===== config.mk =====
export PLATFORM = sky130hd
export DESIGN_NAME = net_frame_fifo_flat
export DESIGN_NICKNAME = d
export VERILOG_FILES = /design/src/rtl/net_frame_fifo_if.sv /design/src/rtl/net_frame_fifo.sv /design/src/flat_wrapper.sv
export SDC_FILE = /design/constraint.sdc
export NUM_CORES = 2
export LEC_CHECK = 0
export CORE_MARGIN = 2
export CORE_UTILIZATION = 30
export CTS_CLUSTER_SIZE = 40
export DETAILED_ROUTE_END_ITERATION = 8
export SLEW_MARGIN = 25
export SYNTH_ARGS = -nofsm -noshare
export SYNTH_HDL_FRONTEND = slang
export SYNTH_SLANG_ARGS = --single-unit

===== constraint.sdc =====
create_clock -name clk -period 8 [get_ports clk]
set_clock_uncertainty 0.1 [all_clocks]
set_input_delay 2 -clock clk [delete_from_list [all_inputs] [get_ports clk]]
set_output_delay 2 -clock clk [all_outputs]
set_load 0.05 [all_outputs]

===== src/rtl/net_frame_fifo_if.sv =====
// Handshake bundle for the frame-aware FIFO: write-side and read-side
// controls plus status. master = user of the FIFO, slave = the FIFO itself.
interface net_frame_fifo_if #(
    parameter int DATA_WIDTH = 32,
    parameter int ADDR_WIDTH = 6
);
    logic                  flush;
    logic                  wr_en;
    logic [DATA_WIDTH-1:0] wdata;
    logic                  wr_last;
    logic                  wr_drop;
    logic                  full;
    logic                  afull;
    logic [ADDR_WIDTH:0]   used_cnt;
    logic                  wr_ovf;
    logic                  rd_en;
    logic                  rd_valid;
    logic [DATA_WIDTH-1:0] rdata;
    logic                  rd_last;
    logic [ADDR_WIDTH:0]   rd_cnt;
    logic                  aempty;
    logic [ADDR_WIDTH:0]   frame_cnt;

    modport master (
        output flush, wr_en, wdata, wr_last, wr_drop, rd_en,
        input  full, afull, used_cnt, wr_ovf,
        input  rd_valid, rdata, rd_last, rd_cnt, aempty, frame_cnt
    );

    modport slave (
        input  flush, wr_en, wdata, wr_last, wr_drop, rd_en,
        output full, afull, used_cnt, wr_ovf,
        output rd_valid, rdata, rd_last, rd_cnt, aempty, frame_cnt
    );
endinterface


===== src/rtl/net_frame_fifo.sv =====
// Frame-aware FIFO: words become visible only once their frame's last word
// is written; dropped or overflowed frames are rolled back as a whole.
module net_frame_fifo #(
    parameter int DATA_WIDTH    = 32,
    parameter int ADDR_WIDTH    = 6,
    parameter int AFULL_THRESH  = 2**ADDR_WIDTH - 4,
    parameter int AEMPTY_THRESH = 4
) (
    input logic            clk,
    input logic            rst,
    net_frame_fifo_if.slave bus
);
    localparam int DEPTH = 2**ADDR_WIDTH;

    typedef logic [ADDR_WIDTH:0] ptr_t;

    localparam ptr_t DEPTH_P  = ptr_t'(DEPTH);
    localparam ptr_t AFULL_P  = ptr_t'(AFULL_THRESH);
    localparam ptr_t AEMPTY_P = ptr_t'(AEMPTY_THRESH);
    localparam ptr_t ONE      = ptr_t'(1);

    typedef enum logic [1:0] {
        IDLE,
        OPEN,
        BAD
    } state_t;

    state_t state, state_nxt;

    logic [DATA_WIDTH:0] mem [DEPTH];

    ptr_t wptr, cptr, rptr, frame_cnt;
    logic wr_ovf_q;

    ptr_t                used_cnt_w, rd_cnt_w;
    logic                full_w, rd_valid_w, pop;
    logic                wr_accept, do_commit, do_rollback, ovf_set;
    logic [DATA_WIDTH:0] head;

    assign used_cnt_w = wptr - rptr;
    assign rd_cnt_w   = cptr - rptr;
    assign full_w     = (used_cnt_w == DEPTH_P);
    assign rd_valid_w = (rd_cnt_w != '0);
    assign pop        = bus.rd_en & rd_valid_w;
    assign head       = mem[rptr[ADDR_WIDTH-1:0]];

    assign bus.full      = full_w;
    assign bus.afull     = (used_cnt_w >= AFULL_P);
    assign bus.used_cnt  = used_cnt_w;
    assign bus.wr_ovf    = wr_ovf_q;
    assign bus.rd_valid  = rd_valid_w;
    assign bus.rdata     = head[DATA_WIDTH-1:0];
    assign bus.rd_last   = head[DATA_WIDTH];
    assign bus.rd_cnt    = rd_cnt_w;
    assign bus.aempty    = (rd_cnt_w <= AEMPTY_P);
    assign bus.frame_cnt = frame_cnt;

    // Frame state register; flush forces IDLE ahead of any transition.
    always_ff @(posedge clk or posedge rst) begin
        if (rst) begin
            state <= IDLE;
        end else if (bus.flush) begin
            state <= IDLE;
        end else begin
            state <= state_nxt;
        end
    end

    // Next frame state from the write-side request and the registered full flag.
    always_comb begin
        state_nxt = state;
        if (bus.wr_drop) begin
            state_nxt = IDLE;
        end else begin
            case (state)
                IDLE: begin
                    if (bus.wr_en) begin
                        if (!full_w) begin
                            state_nxt = bus.wr_last ? IDLE : OPEN;
                        end else if (!bus.wr_last) begin
                            state_nxt = BAD;
                        end
                    end
                end
                OPEN: begin
                    if (bus.wr_en) begin
                        if (full_w) begin
                            state_nxt = BAD;
                        end else if (bus.wr_last) begin
                            state_nxt = IDLE;
                        end
                    end
                end
                BAD: begin
                    if (bus.wr_en && bus.wr_last) begin
                        state_nxt = IDLE;
                    end
                end
                default: state_nxt = IDLE;
            endcase
        end
    end

    // Per-cycle write-side actions decoded from the current frame state.
    always_comb begin
        wr_accept   = bus.wr_en & ~full_w & ~bus.wr_drop & (state != BAD);
        do_commit   = wr_accept & bus.wr_last;
        do_rollback = ~bus.wr_drop & bus.wr_en & bus.wr_last & (state == BAD);
        ovf_set     = ~bus.wr_drop & bus.wr_en & bus.wr_last &
                      ((state == BAD) | ((state == IDLE) & full_w));
    end

    // Pointer, frame counter and overflow pulse update; flush outranks everything.
    always_ff @(posedge clk or posedge rst) begin
        if (rst) begin
            wptr      <= '0;
            cptr      <= '0;
            rptr      <= '0;
            frame_cnt <= '0;
            wr_ovf_q  <= 1'b0;
        end else if (bus.flush) begin
            wptr      <= rptr;
            cptr      <= rptr;
            frame_cnt <= '0;
            wr_ovf_q  <= 1'b0;
        end else begin
            wr_ovf_q <= ovf_set;
            if (bus.wr_drop || do_rollback) begin
                wptr <= cptr;
            end else if (wr_accept) begin
                wptr <= wptr + ONE;
            end
            if (do_commit) begin
                cptr <= wptr + ONE;
            end
            if (pop) begin
                rptr <= rptr + ONE;
            end
            // A commit and an end-of-frame pop in the same cycle cancel out.
            if (do_commit && !(pop && head[DATA_WIDTH])) begin
                frame_cnt <= frame_cnt + ONE;
            end else if (!do_commit && pop && head[DATA_WIDTH]) begin
                frame_cnt <= frame_cnt - ONE;
            end
        end
    end

    // Storage write of {wr_last, wdata}; contents are deliberately not reset.
    always_ff @(posedge clk) begin
        if (wr_accept && !bus.flush) begin
            mem[wptr[ADDR_WIDTH-1:0]] <= {bus.wr_last, bus.wdata};
        end
    end
endmodule


===== src/flat_wrapper.sv =====
// flat-port wrapper written by rule: the top's interface ports become plain ports
module net_frame_fifo_flat 
#(
    parameter int DATA_WIDTH    = 32,
    parameter int ADDR_WIDTH    = 6,
    parameter int AFULL_THRESH  = 2**ADDR_WIDTH - 4,
    parameter int AEMPTY_THRESH = 4
)
  (clk, rst, bus_flush, bus_wr_en, bus_wdata, bus_wr_last, bus_wr_drop, bus_rd_en, bus_full, bus_afull, bus_used_cnt, bus_wr_ovf, bus_rd_valid, bus_rdata, bus_rd_last, bus_rd_cnt, bus_aempty, bus_frame_cnt);
  net_frame_fifo_if #(.DATA_WIDTH(DATA_WIDTH), .ADDR_WIDTH(ADDR_WIDTH)) bus_i ();
  input logic clk;
  input logic rst;
  input wire logic [$bits(bus_i.flush)-1:0] bus_flush;
  input wire logic [$bits(bus_i.wr_en)-1:0] bus_wr_en;
  input wire logic [$bits(bus_i.wdata)-1:0] bus_wdata;
  input wire logic [$bits(bus_i.wr_last)-1:0] bus_wr_last;
  input wire logic [$bits(bus_i.wr_drop)-1:0] bus_wr_drop;
  input wire logic [$bits(bus_i.rd_en)-1:0] bus_rd_en;
  output wire logic [$bits(bus_i.full)-1:0] bus_full;
  output wire logic [$bits(bus_i.afull)-1:0] bus_afull;
  output wire logic [$bits(bus_i.used_cnt)-1:0] bus_used_cnt;
  output wire logic [$bits(bus_i.wr_ovf)-1:0] bus_wr_ovf;
  output wire logic [$bits(bus_i.rd_valid)-1:0] bus_rd_valid;
  output wire logic [$bits(bus_i.rdata)-1:0] bus_rdata;
  output wire logic [$bits(bus_i.rd_last)-1:0] bus_rd_last;
  output wire logic [$bits(bus_i.rd_cnt)-1:0] bus_rd_cnt;
  output wire logic [$bits(bus_i.aempty)-1:0] bus_aempty;
  output wire logic [$bits(bus_i.frame_cnt)-1:0] bus_frame_cnt;
  assign bus_i.flush = bus_flush;
  assign bus_i.wr_en = bus_wr_en;
  assign bus_i.wdata = bus_wdata;
  assign bus_i.wr_last = bus_wr_last;
  assign bus_i.wr_drop = bus_wr_drop;
  assign bus_i.rd_en = bus_rd_en;
  assign bus_full = bus_i.full;
  assign bus_afull = bus_i.afull;
  assign bus_used_cnt = bus_i.used_cnt;
  assign bus_wr_ovf = bus_i.wr_ovf;
  assign bus_rd_valid = bus_i.rd_valid;
  assign bus_rdata = bus_i.rdata;
  assign bus_rd_last = bus_i.rd_last;
  assign bus_rd_cnt = bus_i.rd_cnt;
  assign bus_aempty = bus_i.aempty;
  assign bus_frame_cnt = bus_i.frame_cnt;
  net_frame_fifo #(.DATA_WIDTH(DATA_WIDTH), .ADDR_WIDTH(ADDR_WIDTH), .AFULL_THRESH(AFULL_THRESH), .AEMPTY_THRESH(AEMPTY_THRESH)) u_core (.clk(clk), .rst(rst), .bus(bus_i));
endmodule

==> metrics.md <==
| Metric | Value |
|---|---|
| Yosys warnings | 0 |
| CP required | 5900 ps |
| Clk sink count | around 2100 |
| Post-DRT Antenna Nets | 0 |
| Worst skew pair latency | about 840 ps |
| Ys flop type | edfxtp_1 |
| #FFs+latches synth | between 2000 and 2500 |
| GPL Wtd Cong | ~0.77 |
| Leak pwr | roughly 0.029 µW |
| Total GRT Usage | 0.1530 |
| Synth top area cells | edfxtp_1, mux4_2, dfrtp_1 |
| Post-route insts no fill | between 7000 and 8000 |
| Syn Area/Cell | 24.17 µm² |
| Data arrival time of the critical path | 5110 ps |
| Worst Hold Class | register to register |
| Count of different cell masters after synthesis | 63 |
| Sequential area share after synthesis | 0.7758 |
| Final net count | 3737 |
| Fmax | roughly 0.14 GHz |
| Register-to-register setup slack | between 1500 and 2000 ps |
| Slew @ Worst Pin | between 900 and 1000 ps |
| Vias in the first global route | approximately 39000 |
| Cells after DPL | 7162 |
| Async SR Flop Fraction | 0.01447 |
| Tmin final | 7209 ps |
| # Max-Cap Violations | 0 |
| Synth-to-layout area growth | 15.82% |
| CP Launch Type | register |
| Drt drc | 0 |
| Status | finished clean |
| Fin Setup TNS | 0 ps |
| Row count | between 150 and 200 |
| Crit share post-route | 0.9011 |
| CTS tree | yes |
| Slew margin rel. | 0.3328 |
| Routed WL per cell | about 29 µm |
| Post-CTS setup buffers | 0 |
| Pins Over Slew Limit | 0 |
| Layout cell share with drive strength beyond 1 | 0.3129 |
| Core area | roughly 0.27 mm² |
| Longest Clk Path Bufs | 3 |
| Cts hold-fix bufs | 0 |
| Die X | 529.2 µm |
| Post-Syn Nets | about 3500 |
| Vias | 38882 |
| H-tree depth | 4 |
| CTS Buf Count | slightly below 200 |
| RSZ-0062 raised after global routing | no |
| CP peak stage delay | approximately 1000 ps |
| GR Overflow Total | 0 |
| Die area | 0.2800 mm² |
| Count of input and output buffers | between 90 and 100 |
| CP Cell Sequence | buf_12, buf_12, mux4_2, mux4_2, nand2_1, and3_1, a31oi_1, clkdlybuf4s50_1 |
| Endpoint class of the critical path | output pin |
| Detailed Route WL | ~220000 µm |
| Clock Tree Root | clkbuf_16 |
| IO Pins | 98 |
| Vias/cell | 5.165 |
| Share of the synthesized area in the top cell type | 0.7664 |
| Starting Density | 0.3019 |
| Slowest-stage cell, CP | dfrtp_4 |
| Post-Syn Instances | roughly 3400 |
| Synth area leader | edfxtp_1 |
| Power Density | 343.6 mW/mm² |
| First-pass GRT wire length | 303900 µm |
| Drt initial violations | between 4000 and 5000 |
| Initial DRT Pass Iterations | 9 |
| VDD IR max | between 0.0005 and 0.0006 V |
| Final setup vio count | 0 |
| Post-CTS Resized | 0 |
| Final Hold Viols | 0 |
| Worst-path fanout max | 37 |
| Number of synthesized flops with an enable pin | 2112 |
| Initial antenna violation count | 16 |
| Clock Pin Slew Worst Setup and Hold Paths | around 60 ps |
| Pin count of the biggest net entering global routing | roughly 110 |
| Setup Crit Path Kind | register to output pin |
| Die Y | 529.2 µm |
| Fillers | between 20000 and 25000 |
| Mapped Area | 0.08275 mm² |
| Hold Slack | ~370 ps |
| DP Wirelength | around 120000 µm |
[layout by cell type, fill, tap and decap left out, drive strengths merged, types with 4 or more instances in the layout]
| cell type | synthesis | final |
|---|---|---|
| a211oi | 6 | 6 |
| a21oi | 14 | 14 |
| a31oi | 15 | 15 |
| and2 | 4 | 4 |
| and3 | 10 | 10 |
| buf | 84 | 170 |
| bufinv | 0 | 17 |
| clkbuf | 96 | 243 |
| clkdlybuf4s50 | 0 | 64 |
| clkinv | 2 | 92 |
| clkinvlp | 0 | 4 |
| dfrtp | 31 | 31 |
| edfxtp | 2112 | 2112 |
| ha | 20 | 20 |
| inv | 26 | 35 |
| mux2 | 5 | 5 |
| mux2i | 22 | 22 |
| mux4 | 672 | 672 |
| nand2 | 65 | 65 |
| nand2b | 7 | 7 |
| nand3 | 10 | 10 |
| nand3b | 5 | 5 |
| nand4 | 6 | 6 |
| nor2 | 99 | 99 |
| nor2b | 8 | 8 |
| nor3 | 5 | 5 |
| nor4 | 4 | 4 |
| o211ai | 6 | 6 |
| o21a | 6 | 6 |
| o21ai | 14 | 14 |
| o31ai | 4 | 4 |
| or3 | 6 | 6 |
| xnor2 | 13 | 13 |
| xor2 | 10 | 10 |
[sequential cells by signal, indices dropped and copies added, names as in the netlist]
register,flops
u_core.bus.frame_cnt,7
u_core.wptr,7
u_core.bus.wr_ovf,1
u_core.cptr,7
u_core.state,2
u_core.mem,2112
u_core.rptr,7
[power breakdown]
group | total (µW) | internal (µW) | switching, µW
clock | 9250 | 5100 | 4160
combinational | 10900 | 4810 | 6080
sequential | 12800 | 12500 | 314
total | 32900 | 22400 | 10500
[final timing paths]
check / from / to / cells past startpoint
min in group asynchronous: rst / u_core.bus.frame_cnt[4] / 3
worst max register to register: u_core.rptr[1] / u_core.mem[58][6] / 11
worst max-delay path: u_core.rptr[0] / bus_rdata[24] / 8
worst min register to register: u_core.state[1] / u_core.state[0] / 1
worst min-delay path: u_core.state[1] / u_core.state[0] / 1
max in group asynchronous: rst / u_core.rptr[1] / 3
[synth_stat cells, drive strengths merged (4+ instances only)]
| cell | instances |
|---|---|
| clkbuf | 96 |
| edfxtp | 2112 |
| o31ai | 4 |
| or3 | 6 |
| a211oi | 6 |
| xnor2 | 13 |
| dfrtp | 31 |
| o211ai | 6 |
| mux4 | 672 |
| buf | 84 |
| xor2 | 10 |
| mux2 | 5 |
| nand2 | 65 |
| o21a | 6 |
| nor2b | 8 |
| nand2b | 7 |
| nor2 | 99 |
| a31oi | 15 |
| nand3b | 5 |
| mux2i | 22 |
| nand4 | 6 |
| ha | 20 |
| a21oi | 14 |
| nor3 | 5 |
| and2 | 4 |
| and3 | 10 |
| nor4 | 4 |
| o21ai | 14 |
| inv | 26 |
| nand3 | 10 |
[area by class of cell]
cell class	count	area, µm²	area share
Sequential cell	2143	64210	0.6700
Multi-Input combinational cell	1073	18170	0.1896
Clock buffer	243	5102	0.05324
Tap cell	3686	4612	0.04812
Timing Repair Buffer	234	2475	0.02582
Clock inverter	120	1157	0.01208
Inverter	28	112.6	0.001175
Antenna cell	1	2.502	0.00002611
[kinds of logic after synthesis]
kind of cell,Yosys count,share of synthesized area
multiplexers,699,0.1863
XOR/XNOR,23,0.002434
flip-flops,2143,0.7758
AO/OA/AOI/OAI,90,0.007969
adder cells (fa/ha/maj),23,0.003750
AND/OR/NAND/NOR,238,0.01309
buffers and inverters,208,0.01065
[per-stage QoR]
step,setup slack [ps],cell area (µm²),utilization,total power (µW)
after floorplan,910.6,82750,-,20390
after detailed placement,1623,89460,0.3264,24080
after global routing,617.4,95840,0.3496,34140
after global placement,1398,89340,0.3259,24040
after CTS,686.0,95720,0.3492,33280
final,790.9,95840,0.3496,32930
[critical path: cells and delay by family (launching register included)]
kind / cells / cell delay (ps)
AO/OA/AOI/OAI: 1 / 160
AND/OR/NAND/NOR: 2 / 400
flip-flops: 1 / 1040
buffers and inverters: 3 / 1430
multiplexers: 2 / 1090
[metal layers]
layer | vias up | share of wire | GRT usage
met4 | 4 | 0.020 | 0.03320
met3 | 279 | 0.084 | 0.03053
met5 | - | 0.00011 | 0
met1 | 21523 | 0.42 | 0.2174
met2 | 1797 | 0.48 | 0.2429
li1 | 15279 | - | -
No activity file was read; power rests on OpenSTA's default activity.
